`src/rtl/mem_rw_arbiter.sv`:
```
// Two-requester arbiter and sequencer onto the shared memory rw port: gnt is combinational, the port is registered (1 cycle), read data returns 2 cycles after gnt.
// Requesters hold req until gnt, which is the only backpressure. Define ARB_FIXED_PRIO_EN to make requester 0 always win ties (round-robin otherwise).
module mem_rw_arbiter #(
   parameter int AW = 8,
   parameter int DW = 8
) (
   input  logic          clk,
   input  logic          rst,

   input  logic          m0_req,
   input  logic          m0_we,
   input  logic [AW-1:0] m0_addr,
   input  logic [DW-1:0] m0_wdata,
   output logic          m0_gnt,
   output logic [DW-1:0] m0_rdata,
   output logic          m0_rvalid,

   input  logic          m1_req,
   input  logic          m1_we,
   input  logic [AW-1:0] m1_addr,
   input  logic [DW-1:0] m1_wdata,
   output logic          m1_gnt,
   output logic [DW-1:0] m1_rdata,
   output logic          m1_rvalid,

   output logic [AW-1:0] mem_addr,
   output logic [DW-1:0] mem_w,
   output logic          mem_w_en,
   input  logic [DW-1:0] mem_r
);

   logic          win0;
   logic          win1;
   logic          any_gnt;
   logic          win_we;
   logic [AW-1:0] win_addr;
   logic [DW-1:0] win_wdata;

   logic          iss_valid;
   logic          iss_id;
   logic          iss_rd;

`ifdef ARB_FIXED_PRIO_EN
   always_comb begin
      win0 = m0_req;
      win1 = m1_req & ~m0_req;
   end
`else
   // last = 1 means requester 1 was granted most recently, so 0 wins the next tie
   logic last;

   always_comb begin
      win0 = m0_req & (~m1_req | last);
      win1 = m1_req & (~m0_req | ~last);
   end

   always_ff @(posedge clk or negedge rst) begin
      if (!rst) begin
         last <= 1'b1;
      end else if (win0 | win1) begin
         last <= win1;
      end
   end
`endif

   // Grants are forced low while reset is held, independent of the clock
   assign m0_gnt  = rst & win0;
   assign m1_gnt  = rst & win1;
   assign any_gnt = m0_gnt | m1_gnt;

   always_comb begin
      win_we    = m0_we;
      win_addr  = m0_addr;
      win_wdata = m0_wdata;
      if (m1_gnt) begin
         win_we    = m1_we;
         win_addr  = m1_addr;
         win_wdata = m1_wdata;
      end
   end

   always_ff @(posedge clk or negedge rst) begin
      if (!rst) begin
         iss_valid <= 1'b0;
         iss_id    <= 1'b0;
         iss_rd    <= 1'b0;
         mem_w_en  <= 1'b0;
         mem_addr  <= '0;
         mem_w     <= '0;
      end else begin
         iss_valid <= any_gnt;
         iss_rd    <= any_gnt & ~win_we;
         mem_w_en  <= any_gnt & win_we;
         if (any_gnt) begin
            iss_id   <= m1_gnt;
            mem_addr <= win_addr;
            mem_w    <= win_wdata;
         end
      end
   end

   // Read data is captured from the port a cycle after issue and steered back by iss_id
   always_ff @(posedge clk or negedge rst) begin
      if (!rst) begin
         m0_rvalid <= 1'b0;
         m1_rvalid <= 1'b0;
         m0_rdata  <= '0;
         m1_rdata  <= '0;
      end else begin
         m0_rvalid <= iss_valid & iss_rd & ~iss_id;
         m1_rvalid <= iss_valid & iss_rd & iss_id;
         if (iss_valid && iss_rd && !iss_id) begin
            m0_rdata <= mem_r;
         end
         if (iss_valid && iss_rd && iss_id) begin
            m1_rdata <= mem_r;
         end
      end
   end

endmodule

```
`config.mk`:
```
export PLATFORM = sky130hd
export DESIGN_NAME = mem_rw_arbiter
export DESIGN_NICKNAME = d
export VERILOG_FILES = /design/src/rtl/mem_rw_arbiter.sv
export SDC_FILE = /design/constraint.sdc
export NUM_CORES = 1
export LEC_CHECK = 0
export BUFFER_PORTS_ARGS = -buffer_cell sky130_fd_sc_hd__buf_2
export CORE_ASPECT_RATIO = 0.7
export CORE_MARGIN = 4
export CORE_UTILIZATION = 46
export DETAILED_ROUTE_END_ITERATION = 6
export HOLD_SLACK_MARGIN = 0.06
export PLACE_DENSITY = 0.78
export SYNTH_ARGS = -nofsm -noshare
export SYNTH_HDL_FRONTEND = slang
export SYNTH_SLANG_ARGS = --single-unit
```
`constraint.sdc`:
```
create_clock -name clk -period 3.4 [get_ports clk]
set_input_delay 0.17 -clock clk [delete_from_list [all_inputs] [get_ports clk]]
set_output_delay 0.17 -clock clk [all_outputs]
set_load 0.005 [all_outputs]
```
==> results of run 1 <==
==> power groups by stage <==
stage	combinational, W	clock [W]	sequential, W
floorplan	0.000169	0	0.000635
global placement	0.000312	0	0.000627
detailed placement	0.000318	0	0.000630
CTS	0.000320	0.000402	0.000623
global route	0.000353	0.000421	0.000635
finish	0.000314	0.000390	0.000621
==> metrics by stage <==
step	utilization [%]	area [sq um]	total power (W)	hold slack, ns	setup slack [ns]
finish	59.4	2340	0.00133	0.131	1.46
global route	59.4	2340	0.00141	0.121	1.25
CTS	59.4	2340	0.00134	0.123	1.41
detailed placement	56.2	2220	0.000948	0.345	1.66
global placement	56.2	2220	0.000939	0.331	1.73
floorplan	-	1890	0.000804	-0.126	2.14
==> layout make-up <==
| class | instances | share of cell area [%] |
|---|---|---|
| Clock buffer | 6 | 3.52 |
| Tap cell | 52 | 2.77 |
| Sequential cell | 39 | 41.7 |
| Inverter | 5 | 0.800 |
| Clock inverter | 2 | 1.49 |
| Timing Repair Buffer | 84 | 18.2 |
| Multi-Input combinational cell | 94 | 31.5 |
==> synthesized netlist by cell type <==
cell type  count  share of area, %
dfrtp_1       38                50
o2111ai_1     17               7.9
mux2_2        16               9.6
nor2_2        13               4.3
o21ai_0       10               2.7
a31oi_1        9               3.0
o21ai_1        8               2.1
a31oi_2        7               4.6
buf_2          4               1.1
nor2_1         4              0.80
buf_12         3               3.2
buf_6          3               1.8
inv_1          3              0.60
buf_8          2               1.6
nand3_2        2               1.1
a21boi_0       1              0.40
and2_1         1              0.33
and3_1         1              0.33
and3_2         1              0.40
clkbuf_4       1              0.40
clkinv_1       1              0.20
dfstp_2        1               1.4
inv_2          1              0.20
nand2_1        1              0.20
nand2b_1       1              0.33
o21a_4         1              0.80
o22ai_1        1              0.33
==> flip-flops by register name (all words and copies together), names as in the netlist <==
| signal | count |
|---|---|
| iss_valid | 1 |
| mem_addr | 8 |
| m1_rdata | 8 |
| m0_rvalid | 1 |
| mem_w_en | 1 |
| last | 1 |
| iss_id | 1 |
| m1_rvalid | 1 |
| m0_rdata | 8 |
| mem_w | 8 |
| iss_rd | 1 |
==> repair_timing <==
item	4_1_cts	5_1_grt
setup endpoints to repair	0	0
hold buffers	1	0
endpoints found under the hold margin	38	0
==> kinds of logic (layout without fill, tap and decap cells) <==
kind of cell	after synthesis	after routing
compound gates	54	54
buf+inv	18	97
flops	39	39
mux	16	16
simple gates	24	24
==> how the worst max path moves through the flow <==
| stage | slack (ns) | end | cells after the start |
|---|---|---|---|
| 4_1_cts | 1.41 | m0_gnt | 5 |
| 2_1_floorplan | 2.14 | mem_addr[0]$_DFFE_PN0P_ | 4 |
| 5_1_grt | 1.25 | mem_w_en$_DFF_PN0_ | 5 |
| 3_3_place_gp | 1.73 | mem_w[0]$_DFFE_PN0P_ | 5 |
| 6_report | 1.46 | m0_gnt | 5 |
| 3_5_place_dp | 1.66 | mem_w_en$_DFF_PN0_ | 4 |
==> layer usage <==
layer  track usage, %  up-vias  share of wire [%]
li1                 -      723                  -
met1             23.7      738                 44
met2             28.4       56                 48
met3             4.14        4                6.5
met4             7.00        0                1.3
met5                0        -                  0
==> critical path, cell delays in order <==
cell	delay (ns)
dlygate4sd3_1	0.52
buf_2	0.11
buf_4	0.52
and3_2	0.32
buf_2	0.11
==> impl_metrics.toml, run 1 <==
[place]
dp_hpwl_mm = 3.16
placedCellCount = 273
gp_congestion = 0.720
io_buffers = 82

[cells_and_area]
multi_input_area_sq_um = 738
regArea_sq_um = 977
nets = 275
nFillCells = 361
layout_commonest_cell = "buf_2"
syn2layout_area_growth_pct = 24.4
final-instance-count-excl-fill = 282
diodes = 0
drive_gt1_share_pct = 57.8
final_cell_mix = "buf_2 (82), dfrtp_1 (38), o2111ai_1 (17)"

[sta]
max_freq_mhz = 515
tightest_slew_ns = 0.677
fin_crit_sh_pct = 57.2
hold_viol = 0
setup_viol = 0
min_period_ns = 1.94
rsz0062_at_grt = "no"
slew_headroom_pct = 54.9
setup-tns-final_ns = 0
slew_violations = 0
clock_skew_ns = 0.00158

[min_path]
hold_depth = 2
whs_endpoint = "m1_rdata[1]$_DFFE_PN0P_"
hold_class = "input pin to register"
hold_start = "mem_r[1]"

[pwr]
switchingPower_w = 0.000356
ir_drop_uv = 396
internal_power_w = 0.000970
p_comb_share_pct = 23.7
swShare_pct = 26.8
power.density_nw_per_um2 = 566
p_clk_share_pct = 29.4
p_leak_nw = 1.06
seqPwrFrac_pct = 46.9

[global_routing]
grt_pass1_vias = 1495
grt_antenna_before_repair = 0
track_usage_pct = 17.7
grt_max_degree = 59
grt_pass1_wl_mm = 7.15
gr-total-overflow = 0

[die]
die_area_sq_um = 5200
core_sq_um = 3950
num_rows = 19
fp.dieH_microns = 61.6
initial_core_util_pct = 47.8
ios = 83
die_x_microns = 84.5

[run]
maxCapViolations = 0

[synthesis]
yosys.area_share.xor_xnor_pct = 0
avgSynthCellArea_sq_um = 12.5
synth-simple-area-share_pct = 7.76
synthAdderAreaFrac_pct = 0
synth_top_family_by_area = "compound AO/OA/AOI/OAI gates"
syn_area_sq_um = 1890
postSynthCellCount = 151
synth.distinct_cells = 27
synthMuxAreaShare_pct = 9.56
synth_warnings = 0
syn-num-nets = 197
ys_ff_latch = 39
synth-compound-area-share_pct = 21.8
ys_seq_area_share_pct = 51.8

[critical_path]
reg2reg_from = "last$_DFFE_PN1P_"
worstPathMaxFanout = 58
criticalPathCategory = "input pin to output pin"
regToRegEndpoint = "mem_w[3]$_DFFE_PN0P_"
critPathRequiredTime_ns = 3.23
r2r_slack_ns = 1.78
crit_arrival_ns = 1.77
endpoint_kind = "output pin"
ff2ff_path_depth = 3
critPathLaunchType = "input pin"
crit_path_start = "rst"

[run_status]
status = "complete, no violations"

[clock_tree]
htree_levels = 2
post_cts_resized = 0
cts_setup_buffers = 0
cts_tree = "done"
clk_pin_slew_worst_paths_ns = 0.07
clock_sinks = 39
root_buffer = "clkbuf_8"
insertion_delay_ns = 0.28
clockBufferDepth = 2
cts_buffers = 5

[routing]
drc_errors = 0
drtPass1Iterations = 4
viasPerCell = 5.39
routedWlPerCell_microns = 15.8
drt-initial-drc-count = 94
detail-route-antenna-nets = 0
vias = 1521
drt-total-wl_mm = 4.45
(Power assumes the default switching activity.)
==> inputs of run 2 (changes only) <==
==> constraint.sdc (replaced) <==
create_clock -name clk -period 1.9 [get_ports clk]
set_input_delay 0.095 -clock clk [delete_from_list [all_inputs] [get_ports clk]]
set_output_delay 0.095 -clock clk [all_outputs]
set_load 0.005 [all_outputs]
==> run 2 against run 1 <==
Net effect:
- die area did not move
- first-iteration DRC count rose by 7.4%
- clock-buffer cell count grew 1
- clock power up 71%
- highest routed layer unchanged
- utilization is 2.4 points higher
- worst hold slack lost 0.047 ns
- combinational power rose by 89%
- critical path type unchanged
- register-to-register slack worse by 1.3 ns
- sequential share of layout area fell by 1.6 points
- total power rose by 78%
==> impl_metrics.toml, run 2 (same netlist as run 1, synthesis figures left out) <==
[global_routing]
grt_pass1_wl_mm = 7.13
grt_pass1_vias = 1517
track_usage_pct = 17.7
gr-total-overflow = 0
grt_max_degree = 36
grt_antenna_before_repair = 0

[clock_tree]
clk_pin_slew_worst_paths_ns = 0.07
cts_setup_buffers = 0
htree_levels = 2
clockBufferDepth = 2
clock_sinks = 39
cts_buffers = 5
cts_tree = "done"
root_buffer = "clkbuf_8"
insertion_delay_ns = 0.28

[cells_and_area]
drive_gt1_share_pct = 56.0
layout_commonest_cell = "buf_2"
nFillCells = 346
final_cell_mix = "buf_2 (82), dfrtp_1 (38), o2111ai_1 (17)"
diodes = 0
nets = 286
syn2layout_area_growth_pct = 29.3
utilization_pct = 61.8

[sta]
hold_viol = 0
slew_violations = 0
tightest_slew_ns = 0.482
setup-tns-final_ns = 0
setup_viol = 0
clock_skew_ns = 0.00526
min_period_ns = 1.65
fin_crit_sh_pct = 86.7
rsz0062_at_grt = "no"
max_freq_mhz = 607
slew_headroom_pct = 67.9

[die]
ios = 83
num_rows = 19
core_sq_um = 3950
fp.dieH_microns = 61.6
initial_core_util_pct = 47.8
die_area_sq_um = 5200
die_x_microns = 84.5

[pwr]
seqPwrFrac_pct = 46.8
p_comb_share_pct = 25.0
ir_drop_uv = 650
p_leak_nw = 1.10
internal_power_w = 0.00172
p_clk_share_pct = 28.1
power.density_nw_per_um2 = 970
switchingPower_w = 0.000642
swShare_pct = 27.1

[routing]
drtPass1Iterations = 4
vias = 1554
drt-total-wl_mm = 4.62
viasPerCell = 5.30
routedWlPerCell_microns = 15.8
detail-route-antenna-nets = 0
drc_errors = 0
drt-initial-drc-count = 101

[place]
dp_hpwl_mm = 3.27
gp_congestion = 0.779
io_buffers = 82

[critical_path]
critPathRequiredTime_ns = 1.80
crit_arrival_ns = 1.55
criticalPathCategory = "input pin to output pin"
endpoint_kind = "output pin"
critPathLaunchType = "input pin"
worstPathMaxFanout = 19

[run]
maxCapViolations = 0

[run_status]
status = "complete, no violations"

[min_path]
hold_class = "input pin to register"
-- run 2: power groups by stage --
stage / Clock, W / Sequential [W] / Combinational [W]
floorplan: 0 / 0.00114 / 0.000302
global placement: 0 / 0.00112 / 0.000572
detailed placement: 0 / 0.00112 / 0.000583
CTS: 0.000681 / 0.00111 / 0.000598
global route: 0.000710 / 0.00113 / 0.000655
finish: 0.000665 / 0.00111 / 0.000592
-- run 2: area by class of cell --
class	count	area, sq um	area share [%]
clock inverter	1	30.0	1.23
tap	52	65.1	2.67
timing repair buffer	95	531	21.8
inverter	5	18.8	0.770
multi-input combinational	94	741	30.4
clock buffer	7	76.3	3.13
sequential	39	977	40.1
-- run 2: critical path, stage by stage --
cell           delay [ns]
dlygate4sd3_1        0.52
buf_2                0.33
nand2_2              0.31
nor2_1               0.17
buf_2                0.12
-- run 2: final timing paths --
| kind | startpoint | endpoint | depth (start not counted) | slack [ns] |
|---|---|---|---|---|
| worst max-delay path | rst | m1_gnt | 5 | 0.25 |
| worst min register to register | m1_rdata[1]$_DFFE_PN0P_ | m1_rdata[1]$_DFFE_PN0P_ | 1 | 0.50 |
| max in group asynchronous | rst | m0_rvalid$_DFF_PN0_ | 4 | 0.73 |
| worst max register to register | last$_DFFE_PN1P_ | iss_rd$_DFF_PN0_ | 4 | 0.50 |
| min in group asynchronous | rst | mem_w[7]$_DFFE_PN0P_ | 2 | 0.25 |
| worst min-delay path | m0_req | last$_DFFE_PN1P_ | 2 | 0.08 |
-- run 2: through the flow --
stage | setup WS (ns) | instances | instance area, sq um | hold WS, ns | power [W]
final | 0.252 | 293 | 2440 | 0.0843 | 0.00237
after CTS | 0.0304 | 293 | 2440 | 0.0761 | 0.00239
after detailed placement | 0.374 | 276 | 2240 | 0.0291 | 0.00171
after global routing | 0.131 | 293 | 2440 | 0.0931 | 0.00249
after floorplan | 0.643 | 151 | 1890 | -0.201 | 0.00144
after global placement | 0.441 | 276 | 2240 | 0.0208 | 0.00169
-- run 2: per-layer routing --
metal,routed length [microns],GRT usage (%)
met5,0,0
met4,28,6.32
met3,288,5.21
met2,2250,28.1
met1,2060,23.6
-- run 2: repair_timing --
action / in CTS / in global routing
hold buffers: 9 / 0
gates resized for setup: 0 / 1
endpoints found under the setup margin: 0 / 3
hold endpoints to repair: 24 / 0
==> inputs of run 3 (changes only) <==
--- a/config.mk
+++ b/config.mk
@@ -5,7 +5,8 @@
 export SDC_FILE = /design/constraint.sdc
 export NUM_CORES = 1
 export LEC_CHECK = 0
-export BUFFER_PORTS_ARGS = -buffer_cell sky130_fd_sc_hd__buf_2
+export BUFFER_PORTS_ARGS = -buffer_cell sky130_fd_sc_hd__buf_4
+export CAP_MARGIN = 20
 export CORE_ASPECT_RATIO = 0.7
 export CORE_MARGIN = 4
 export CORE_UTILIZATION = 46
==> run 3 against run 2 <==
Net effect:
- utilization grew 4.8 points
- clock skew increased by 0.0051 ns
- first-iteration DRC count shrank 26%
- register-to-register slack better by 0.03 ns
- sequential power about the same
- clock-buffer cell count is 2 lower
- combinational power increased by 20%
- clock power decreased by 17%
- non-clock buffer count unchanged
- critical path type unchanged
- critical endpoint unchanged
==> impl_metrics.toml, run 3 (same netlist as run 1, synthesis figures left out) <==
[run_status]
status = "complete, no violations"

[critical_path]
crit_arrival_ns = 1.50
endpoint_kind = "output pin"
worstPathMaxFanout = 22
criticalPathCategory = "input pin to output pin"
critPathLaunchType = "input pin"
critPathRequiredTime_ns = 1.80

[cells_and_area]
regArea_sq_um = 977
nets = 286
final_area_sq_um = 2630
final-instance-count-excl-fill = 293
drive_gt1_share_pct = 56.4
nFillCells = 336
diodes = 0
final_cell_mix = "buf_4 (85), dfrtp_1 (38), o2111ai_1 (17)"
layout_commonest_cell = "buf_4"
syn2layout_area_growth_pct = 39.4
multi_input_area_sq_um = 741

[sta]
hold-worst-slack_ns = 0.0815
clock_skew_ns = 0.0104
tightest_slew_ns = 0.502
max_freq_mhz = 629
hold_viol = 0
min_period_ns = 1.59
setup_viol = 0
setup-tns-final_ns = 0
fin_crit_sh_pct = 83.7
fin_ws_ns = 0.309
slew_violations = 0
rsz0062_at_grt = "no"
slew_headroom_pct = 66.5

[pwr]
power.density_nw_per_um2 = 904
ir_drop_uv = 715
p_leak_nw = 1.16

[clock_tree]
clock_sinks = 39
cts_tree = "done"
root_buffer = "clkbuf_8"
clk_pin_slew_worst_paths_ns = 0.08
cts_buffers = 5
insertion_delay_ns = 0.29
clockBufferDepth = 2
htree_levels = 2
cts_setup_buffers = 0

[routing]
vias = 1563
drc_errors = 0
drt-initial-drc-count = 75
detail-route-antenna-nets = 0
routedWlPerCell_microns = 16.3
viasPerCell = 5.33
drt-total-wl_mm = 4.76
drtPass1Iterations = 4

[global_routing]
grt_pass1_wl_mm = 7.41
track_usage_pct = 18.6
grt_antenna_before_repair = 0
grt_max_degree = 39
gr-total-overflow = 0
grt_pass1_vias = 1476

[place]
place_ws_ns = 0.482
gp_congestion = 0.769
dpl-instance-area_sq_um = 2440
dp_hpwl_mm = 3.38
io_buffers = 82
placedCellCount = 275

[min_path]
hold_class = "input pin to register"

[run]
maxCapViolations = 0

[die]
initial_core_util_pct = 47.8
die_area_sq_um = 5200
core_sq_um = 3950
num_rows = 19
ios = 83
fp.dieH_microns = 61.6
die_x_microns = 84.5
==> run 3: cell types whose count changed in the layout (fill, tap and decap cells not counted), sizes merged <==
cell,delta
bufinv,-1
buf,-1
dlygate4sd3,+1
clkinv,+1
clkinvlp,+2
clkbuf,-2
==> run 3: stage by stage <==
| stage | util (%) | power [W] |
|---|---|---|
| final | 66.6 | 0.00238 |
| after global routing | 66.6 | 0.00252 |
| after detailed placement | 61.8 | 0.00183 |
| after CTS | 66.6 | 0.00240 |
| after floorplan | - | 0.00144 |
| after global placement | 61.8 | 0.00182 |
==> run 3: what timing repair did <==
action	4_1_cts	5_1_grt
hold endpoints to repair	30	0
setup endpoints to repair	0	1
hold buffers	10	0
gates resized for setup	0	1
==> run 3: layer usage <==
metal	vias up	track usage [%]	part of all wire (%)
met5	-	0	0
met4	0	7.22	1.0
met3	4	5.35	5.5
met2	51	29.4	48
li1	744	-	-
met1	764	24.7	46
==> run 3: final cells by class <==
cell class	count	area share (%)
clock buffer	5	2.62
clock inverter	3	0.762
inverter	5	0.714
multi-input combinational	94	28.2
sequential	39	37.2
tap	52	2.48
timing repair buffer	95	28.1
==> run 3: final timing paths <==
path                                              start                 endpoint  slack (ns)  cells past startpoint
worst max-delay path                                rst                   m1_gnt        0.31                      5
worst min-delay path                        m0_wdata[5]     mem_w[5]$_DFFE_PN0P_        0.08                      3
worst min register to register  m0_rdata[7]$_DFFE_PN0P_  m0_rdata[7]$_DFFE_PN0P_        0.51                      1
min in group asynchronous                           rst     mem_w[0]$_DFFE_PN0P_        0.21                      2
max in group asynchronous                           rst  m1_rdata[2]$_DFFE_PN0P_        0.96                      3
worst max register to register         last$_DFFE_PN1P_     mem_w[2]$_DFFE_PN0P_        0.53                      4
==> run 3: where the power goes <==
group | internal [W] | total [W] | switching (W)
clock network | 0.000255 | 0.000550 | 0.000295
logic | 0.000433 | 0.000709 | 0.000276
registers | 0.00101 | 0.00112 | 0.000105
total | 0.00170 | 0.00238 | 0.000675
==> run 3: critical path: stages <==
cell           delay (ns)
dlygate4sd3_1        0.52
buf_4                0.27
nand2_2              0.28
nor2_1               0.19
buf_4                0.13
